File: src/rtl/sat_counter.sv
// Up-counter that holds at all-ones instead of wrapping.
module sat_counter #(
  parameter int W = 16
) (
  input  logic         clk,
  input  logic         reset,
  input  logic         inc_i,
  output logic [W-1:0] cnt_o
);

  logic [W-1:0] cnt_q;

  // NOTE: sequential state is only ever written with non-blocking assignments.
  always_ff @(posedge clk) begin
    if (reset) begin
      cnt_q <= '0;
    end else if (inc_i && (cnt_q != '1)) begin
      cnt_q <= cnt_q + 1'b1;
    end
  end

  assign cnt_o = cnt_q;

endmodule

File: config.mk
export PLATFORM = sky130hd
export DESIGN_NAME = sat_counter
export DESIGN_NICKNAME = d
export VERILOG_FILES = /design/src/rtl/sat_counter.sv
export SDC_FILE = /design/constraint.sdc
export NUM_CORES = 1
export LEC_CHECK = 0
export ABC_AREA = 1
export CORE_MARGIN = 2
export CORE_UTILIZATION = 54
export CTS_CLUSTER_DIAMETER = 100
export DETAILED_ROUTE_END_ITERATION = 6
export DONT_BUFFER_PORTS = 1
export PLACE_DENSITY = 0.72
export SETUP_SLACK_MARGIN = 0.15
export SYNTH_ARGS = -nofsm -noshare
export SYNTH_HDL_FRONTEND = slang
export SYNTH_SLANG_ARGS = --single-unit
export TNS_END_PERCENT = 50
File: constraint.sdc
create_clock -name clk -period 1.2 [get_ports clk]
set_input_delay 0.12 -clock clk [delete_from_list [all_inputs] [get_ports clk]]
set_output_delay 0.12 -clock clk [all_outputs]
set_load 0.005 [all_outputs]
==> results.tsv, run 1 <==
stage	metric	value	unit
outcome	run status	complete, but fails checks	
outcome	failing checks	setup timing	
pwr	leakage power	0.000574	uW
worst_setup_path	CP Data Required Time	1410	ps
clock_network	Max Root-Sink Buffers	2	
yosys	Syn Area/Cell	6.24	sq um
yosys	synth unique cells	16	
worst_setup_path	crit-path cells	ha_4, inv_2, nor2_4, nand2_4, nor2_8, nor2_2, nor2_1, nor2_1	
clock_network	CTS tree	done	
min_path	worst hold path type	in -> reg	
grt	total track usage	0.280	
timing	RSZ-0062 raised after global routing	true	
clock_network	CTS clk-pin slew, worst paths	110	ps
finish	highest-count cells in the layout ignoring fill and taps	43 x nand2_1, 32 x nor2_1, 28 x buf_4	
worst_setup_path	CP most frequent cell	nor2_1	
placed_design	GP Congestion	0.846	
floorplan	io pins	19	
floorplan	Die W	45.5	um
yosys	post-synthesis cell type with the largest combined area	dfxtp_1	
yosys	register area share after synthesis	0.345	
grt	first-pass GRT wire length	4.09	mm
grt	initial antenna violation count	0	
finish	# nets final	185	
floorplan	Initial Utilization	0.596	
timing	f_max	0.746	GHz
clock_network	CTS buffer count	3	
grt	largest net degree at the start of global routing	17	
yosys	synthesis-stage register bit count	16	
drt	Final ANT Viol Nets	0	
yosys	top cell type's share of synthesized area	0.345	
drt	DR WL/cell	13.1	um
yosys	Syn. warnings	0	
placed_design	Post-Place Cells	191	
worst_setup_path	CP max stage cell	dfxtp_4	
clock_network	clock sinks	16	
timing	Clock Skew	7.62	ps
yosys	Synth Cell Area	930	sq um
clock_network	clock root buffer	clkbuf_4	
finish	diode count	0	
timing	Final period util	1.12	
drt	iteration-0 DRC count of the detailed router	24	
finish	max reg flops	16	
floorplan	core area	0.00156	sq mm
worst_setup_path	Worst Path Max Fanout	7	
timing	Slew Limit Fails	0	
drt	DR vias	1055	
finish	Finished Layout Cells	196	
timing	PnR worst setup slack	-141	ps
pwr	Power, Total	933	uW
finish	most common cell after layout, fill and taps aside	nand2_1	
clock_network	# hold bufs at CTS	0	
timing	endpoints failing setup	16	
pwr	pwr/cell area	727	mW/mm^2
drt	drc violations	0	
timing	hold slack	64.5	ps
floorplan	die area	0.00207	sq mm
floorplan	Die Height	45.5	um
finish	share of post-route cells with drive strength above 1	0.400	
yosys	syn_nets	153	
placed_design	hpwl dp	1.76	mm
grt	GRT Residual Overflow	0	
job	max_cap viols	0	
yosys	Mapped Cells	149	
worst_setup_path	reg2reg setup slack	-140	ps
clock_network	H-Tree Depth	1	
timing	final hold violations	0	
worst_setup_path	crit path DAT	1550	ps
yosys	synth top area cells	dfxtp_1 34%, nand2_1 19%, nor2_1 14%, nor2_2 6.7%, nand3_1 6.5%	
finish	Area Growth Syn to Fin	38.1	%
drt	drt pass-1 iters	4	
drt	final WL	2.57	mm
pwr	peak supply drop	657	uV
drt	Vias/cell	5.38	
worst_setup_path	WS Path Type	reg -> reg	
grt	vias in the first global route	971	
placed_design	pre-CTS setup slack	-98.9	ps
placed_design	IO buf count	0	
timing	slew of the pin with the lowest slew margin	515	ps
worst_setup_path	CP Capture Type	flip-flop	
floorplan	# rows	14	
worst_setup_path	max incr delay on CP	380	ps
timing	post-route minimum period	1340	ps
timing	Worst slew margin	0.657	
worst_setup_path	critical path launch point type	flip-flop	
clock_network	Worst-Skew Late Latency	310	ps
-- critical path, delay by kind of cell, from the launching register on --
kind / cells / cell delay, ps
buf+inv: 1 / 40
flops: 1 / 380
simple gates: 6 / 680
fa+ha+maj: 1 / 130
-- layer usage --
metal | up-vias | routed length [um] | GRT usage
li1 | 530 | - | -
met1 | 477 | 1110 | 0.331
met2 | 39 | 1240 | 0.482
met3 | 9 | 164 | 0.0635
met4 | 0 | 58 | 0.118
met5 | - | 0 | 0
-- area by class of cell --
class                           instances  area (sq um)
Fill cell                             117           275
Multi-Input combinational cell        121           636
Timing Repair Buffer                   29           221
Inverter                               10          37.5
Clock buffer                            4          26.3
Tap cell                               16          20.0
Sequential cell                        16           343
-- kinds of logic after synthesis --
kind of cell	Yosys count	synth area share
AO/OA/AOI/OAI	7	0.0377
adder cells (fa/ha/maj)	1	0.0135
buffers and inverters	12	0.0538
flip-flops	16	0.345
AND/OR/NAND/NOR	113	0.550
-- synth_stat cells --
master / instances
nand2_2: 2
nor2_8: 1
a21oi_1: 7
dfxtp_1: 16
nor2_2: 10
clkbuf_4: 1
or2_0: 1
nor2_1: 35
nand4_1: 3
nand2_1: 46
nor2_4: 2
nor3_1: 1
buf_2: 1
nand3_1: 12
inv_1: 10
ha_1: 1
-- where the power goes --
group	leakage (uW)	total [uW]	switching [uW]	internal, uW
sequential	0.000136	543	8.59	535
clock	0.0000150	329	199	130
combinational	0.000423	61.3	34.7	26.6
total	0.000574	933	242	691
-- per-stage QoR --
step | TNS, ps | cell area [sq um] | utilization
floorplan | -50.0 | 981 | -
CTS | -1480 | 1250 | 0.801
detailed placement | -1150 | 1200 | 0.769
global placement | -630 | 1200 | 0.769
global route | -3010 | 1280 | 0.823
finish | -1720 | 1280 | 0.823
-- final timing paths --
check	from	endpoint	cells past startpoint
hold reg to reg	cnt_o[8]$_SDFFE_PP0P_	cnt_o[8]$_SDFFE_PP0P_	2
setup / recovery	cnt_o[1]$_SDFFE_PP0P_	cnt_o[3]$_SDFFE_PP0P_	8
setup reg to reg	cnt_o[1]$_SDFFE_PP0P_	cnt_o[3]$_SDFFE_PP0P_	8
hold / removal	inc_i	cnt_o[4]$_SDFFE_PP0P_	4
-- repair_timing --
item,4_1_cts,5_1_grt
setup endpoints to repair,17,17
gates resized for setup,4,10
buffers inserted,1,0
pin swaps,7,4
(Power assumes the default switching activity.)
==> run 2: changes to the inputs <==
--- a/config.mk
+++ b/config.mk
@@ -5,13 +5,13 @@
 export SDC_FILE = /design/constraint.sdc
 export NUM_CORES = 1
 export LEC_CHECK = 0
-export ABC_AREA = 1
+export ABC_AREA = 0
 export CORE_MARGIN = 2
-export CORE_UTILIZATION = 54
+export CORE_UTILIZATION = 53
 export CTS_CLUSTER_DIAMETER = 100
 export DETAILED_ROUTE_END_ITERATION = 6
 export DONT_BUFFER_PORTS = 1
-export PLACE_DENSITY = 0.72
+export PLACE_DENSITY = 0.71
 export SETUP_SLACK_MARGIN = 0.15
 export SYNTH_ARGS = -nofsm -noshare
 export SYNTH_HDL_FRONTEND = slang
==> results.tsv, run 2 <==
stage	metric	value	unit
worst_setup_path	Worst Setup SP	cnt_o[5]$_SDFFE_PP0P_	
drt	DR WL/cell	18.5	um
timing	hold slack	-138	ps
yosys	synthesis-stage register bit count	16	
yosys	synth top area cells	dfxtp_1 38%, or4_1 6.2%, a21oi_1 5.9%, o31ai_1 5.3%, nand3_1 3.5%	
clock_network	clock sinks	16	
grt	total track usage	0.312	
grt	GRT Residual Overflow	0	
floorplan	Initial Utilization	0.563	
worst_setup_path	CP Capture Type	flip-flop	
grt	largest net degree at the start of global routing	18	
grt	first-pass GRT wire length	4.45	mm
worst_setup_path	CP bufs+invs	0	
floorplan	Die Height	44.0	um
placed_design	pre-CTS setup slack	-365	ps
yosys	post-synthesis async set-or-reset flop share	0	
timing	slew of the pin with the lowest slew margin	314	ps
yosys	synth unique cells	31	
clock_network	clock root buffer	clkbuf_4	
yosys	Most used DFF post-synth	dfxtp_1	
finish	Finished Core Util	0.905	
yosys	Synth Cell Area	848	sq um
finish	diode count	0	
clock_network	CTS clk-pin slew, worst paths	100	ps
grt	initial antenna violation count	0	
worst_setup_path	CP Depth	4	
floorplan	Die W	44.0	um
drt	iteration-0 DRC count of the detailed router	55	
worst_setup_path	CP max stage cell	or4_4	
worst_setup_path	reg2reg end	cnt_o[15]$_SDFFE_PP0P_	
pwr	peak supply drop	898	uV
worst_setup_path	critical path launch point type	flip-flop	
timing	Final period util	1.32	
outcome	failing checks	hold timing, setup timing	
placed_design	IO buf count	0	
finish	share of post-route cells with drive strength above 1	0.619	
outcome	run status	complete, but fails checks	
timing	f_max	0.631	GHz
drt	Final ANT Viol Nets	0	
pwr	leakage power	0.000519	uW
floorplan	core area	0.00151	sq mm
yosys	Syn. warnings	0	
placed_design	GP Congestion	0.831	
clock_network	CTS tree	done	
yosys	Synth top cells by count	16 x dfxtp_1, 10 x a21oi_1, 7 x or4_1	
timing	Clock Skew	3.84	ps
finish	# nets final	144	
worst_setup_path	reg2reg path depth	4	
worst_setup_path	CP endpoint	cnt_o[15]$_SDFFE_PP0P_	
placed_design	hpwl dp	1.68	mm
timing	Worst slew margin	0.789	
worst_setup_path	Largest delay share family, worst path	simple AND/OR/NAND/NOR gates	
yosys	cell with the most instances after synthesis	dfxtp_1	
drt	final WL	2.88	mm
drt	drc violations	0	
timing	PnR worst setup slack	-385	ps
min_path	worst hold path type	in -> reg	
finish	Area Growth Syn to Fin	60.8	%
worst_setup_path	max incr delay on CP	440	ps
worst_setup_path	WS Path Type	reg -> reg	
finish	highest-count cells in the layout ignoring fill and taps	37 x buf_4, 10 x dfxtp_2	
floorplan	io pins	19	
yosys	post-synthesis cell type with the largest combined area	dfxtp_1	
floorplan	# rows	14	
finish	max reg flops	16	
placed_design	placed cell areas	0.00117	sq mm
worst_setup_path	crit path DAT	1830	ps
pwr	pwr/cell area	692	mW/mm^2
finish	Final Cell Area	0.00136	sq mm
grt	vias in the first global route	1008	
worst_setup_path	CP most frequent cell	or4_4	
timing	endpoints failing setup	16	
timing	Slew Limit Fails	0	
drt	drt pass-1 iters	4	
worst_setup_path	Worst Path Max Fanout	5	
yosys	register area share after synthesis	0.378	
timing	final hold violations	15	
drt	Vias/cell	6.41	
yosys	Post-synth EDFFs	0	
timing	post-route minimum period	1580	ps
min_path	hold path startpoint	reset	
worst_setup_path	reg2reg setup slack	-380	ps
yosys	syn_nets	103	
worst_setup_path	CP Data Required Time	1450	ps
clock_network	H-Tree Depth	1	
clock_network	CTS buffer count	3	
finish	most common cell after layout, fill and taps aside	buf_4	
job	max_cap viols	0	
yosys	Mapped Cells	99	
yosys	top cell type's share of synthesized area	0.378	
clock_network	Worst-Skew Late Latency	300	ps
yosys	Syn Area/Cell	8.57	sq um
timing	RSZ-0062 raised after global routing	true	
drt	DR vias	994	
clock_network	Max Root-Sink Buffers	2	
floorplan	die area	0.00194	sq mm
worst_setup_path	reg2reg start	cnt_o[5]$_SDFFE_PP0P_	
worst_setup_path	crit-path cells	nand4_4, or4_4, or4_4, a21oi_2	
-- run 2: cell count changes in the layout (fill, tap and decap cells not counted), moves of 9 or more --
cell / change
buf_4: +9
nand2_1: -38
nor2_1: -26
nor2_2: -9
-- run 2: power by group --
part / leakage (uW) / total, uW / internal [uW] / switching (uW)
logic: 0.000360 / 31.9 / 17.0 / 14.9
registers: 0.000138 / 531 / 525 / 5.59
clock network: 0.0000210 / 380 / 185 / 195
-- run 2: logic make-up after synthesis --
| group | after synthesis | share of synthesized area |
|---|---|---|
| AND/OR/NAND/NOR | 48 | 0.364 |
| AO/OA/AOI/OAI | 23 | 0.165 |
| flip-flops | 16 | 0.378 |
| buffers and inverters | 7 | 0.0324 |
| XOR/XNOR | 2 | 0.0207 |
| multiplexers | 2 | 0.0251 |
| adder cells (fa/ha/maj) | 1 | 0.0147 |
-- run 2: how the worst min path moves through the flow --
stage / to / slack, ps / depth (start not counted)
final: cnt_o[3]$_SDFFE_PP0P_ / -140 / 1
after global routing: cnt_o[3]$_SDFFE_PP0P_ / -140 / 1
after CTS: cnt_o[3]$_SDFFE_PP0P_ / -140 / 1
after detailed placement: cnt_o[9]$_SDFFE_PP0P_ / 180 / 1
after global placement: cnt_o[7]$_SDFFE_PP0P_ / 180 / 1
after floorplan: cnt_o[1]$_SDFFE_PP0P_ / 270 / 2
-- run 2: worst reg2reg max path, delay by kind of cell, from the launching register on --
kind | cells | cell delay, ps
flops | 1 | 370
simple gates | 3 | 1030
compound gates | 1 | 130
-- run 2: layout make-up --
type	count	area [sq um]
Clock buffer	4	36.3
Timing Repair Buffer	40	312
Sequential cell	16	352
Inverter	3	11.3
Multi-Input combinational cell	76	633
Tap cell	16	20.0
Fill cell	67	143
-- run 2: per-stage QoR --
stage	instances	total power, uW	hold slack (ps)	setup TNS [ps]
finish	155	943	-138	-4710
global route	155	959	-144	-5410
CTS	153	936	-135	-4120
detailed placement	146	572	184	-3860
global placement	146	570	184	-3390
floorplan	99	567	272	-2740
-- run 2: repair_timing --
action	in CTS	in global routing
buffers inserted	3	2
gates resized for setup	13	14
pin swaps	4	4
endpoints found under the setup margin	17	20
endpoints found under the hold margin	15	15
cloned	0	0
-- run 2: routing by layer --
layer | global-route usage | part of all wire | wire length (um)
met5 | 0 | 0 | 0
met1 | 0.375 | 0.43 | 1250
met3 | 0.0833 | 0.034 | 97
met4 | 0.194 | 0.024 | 68
met2 | 0.491 | 0.51 | 1460
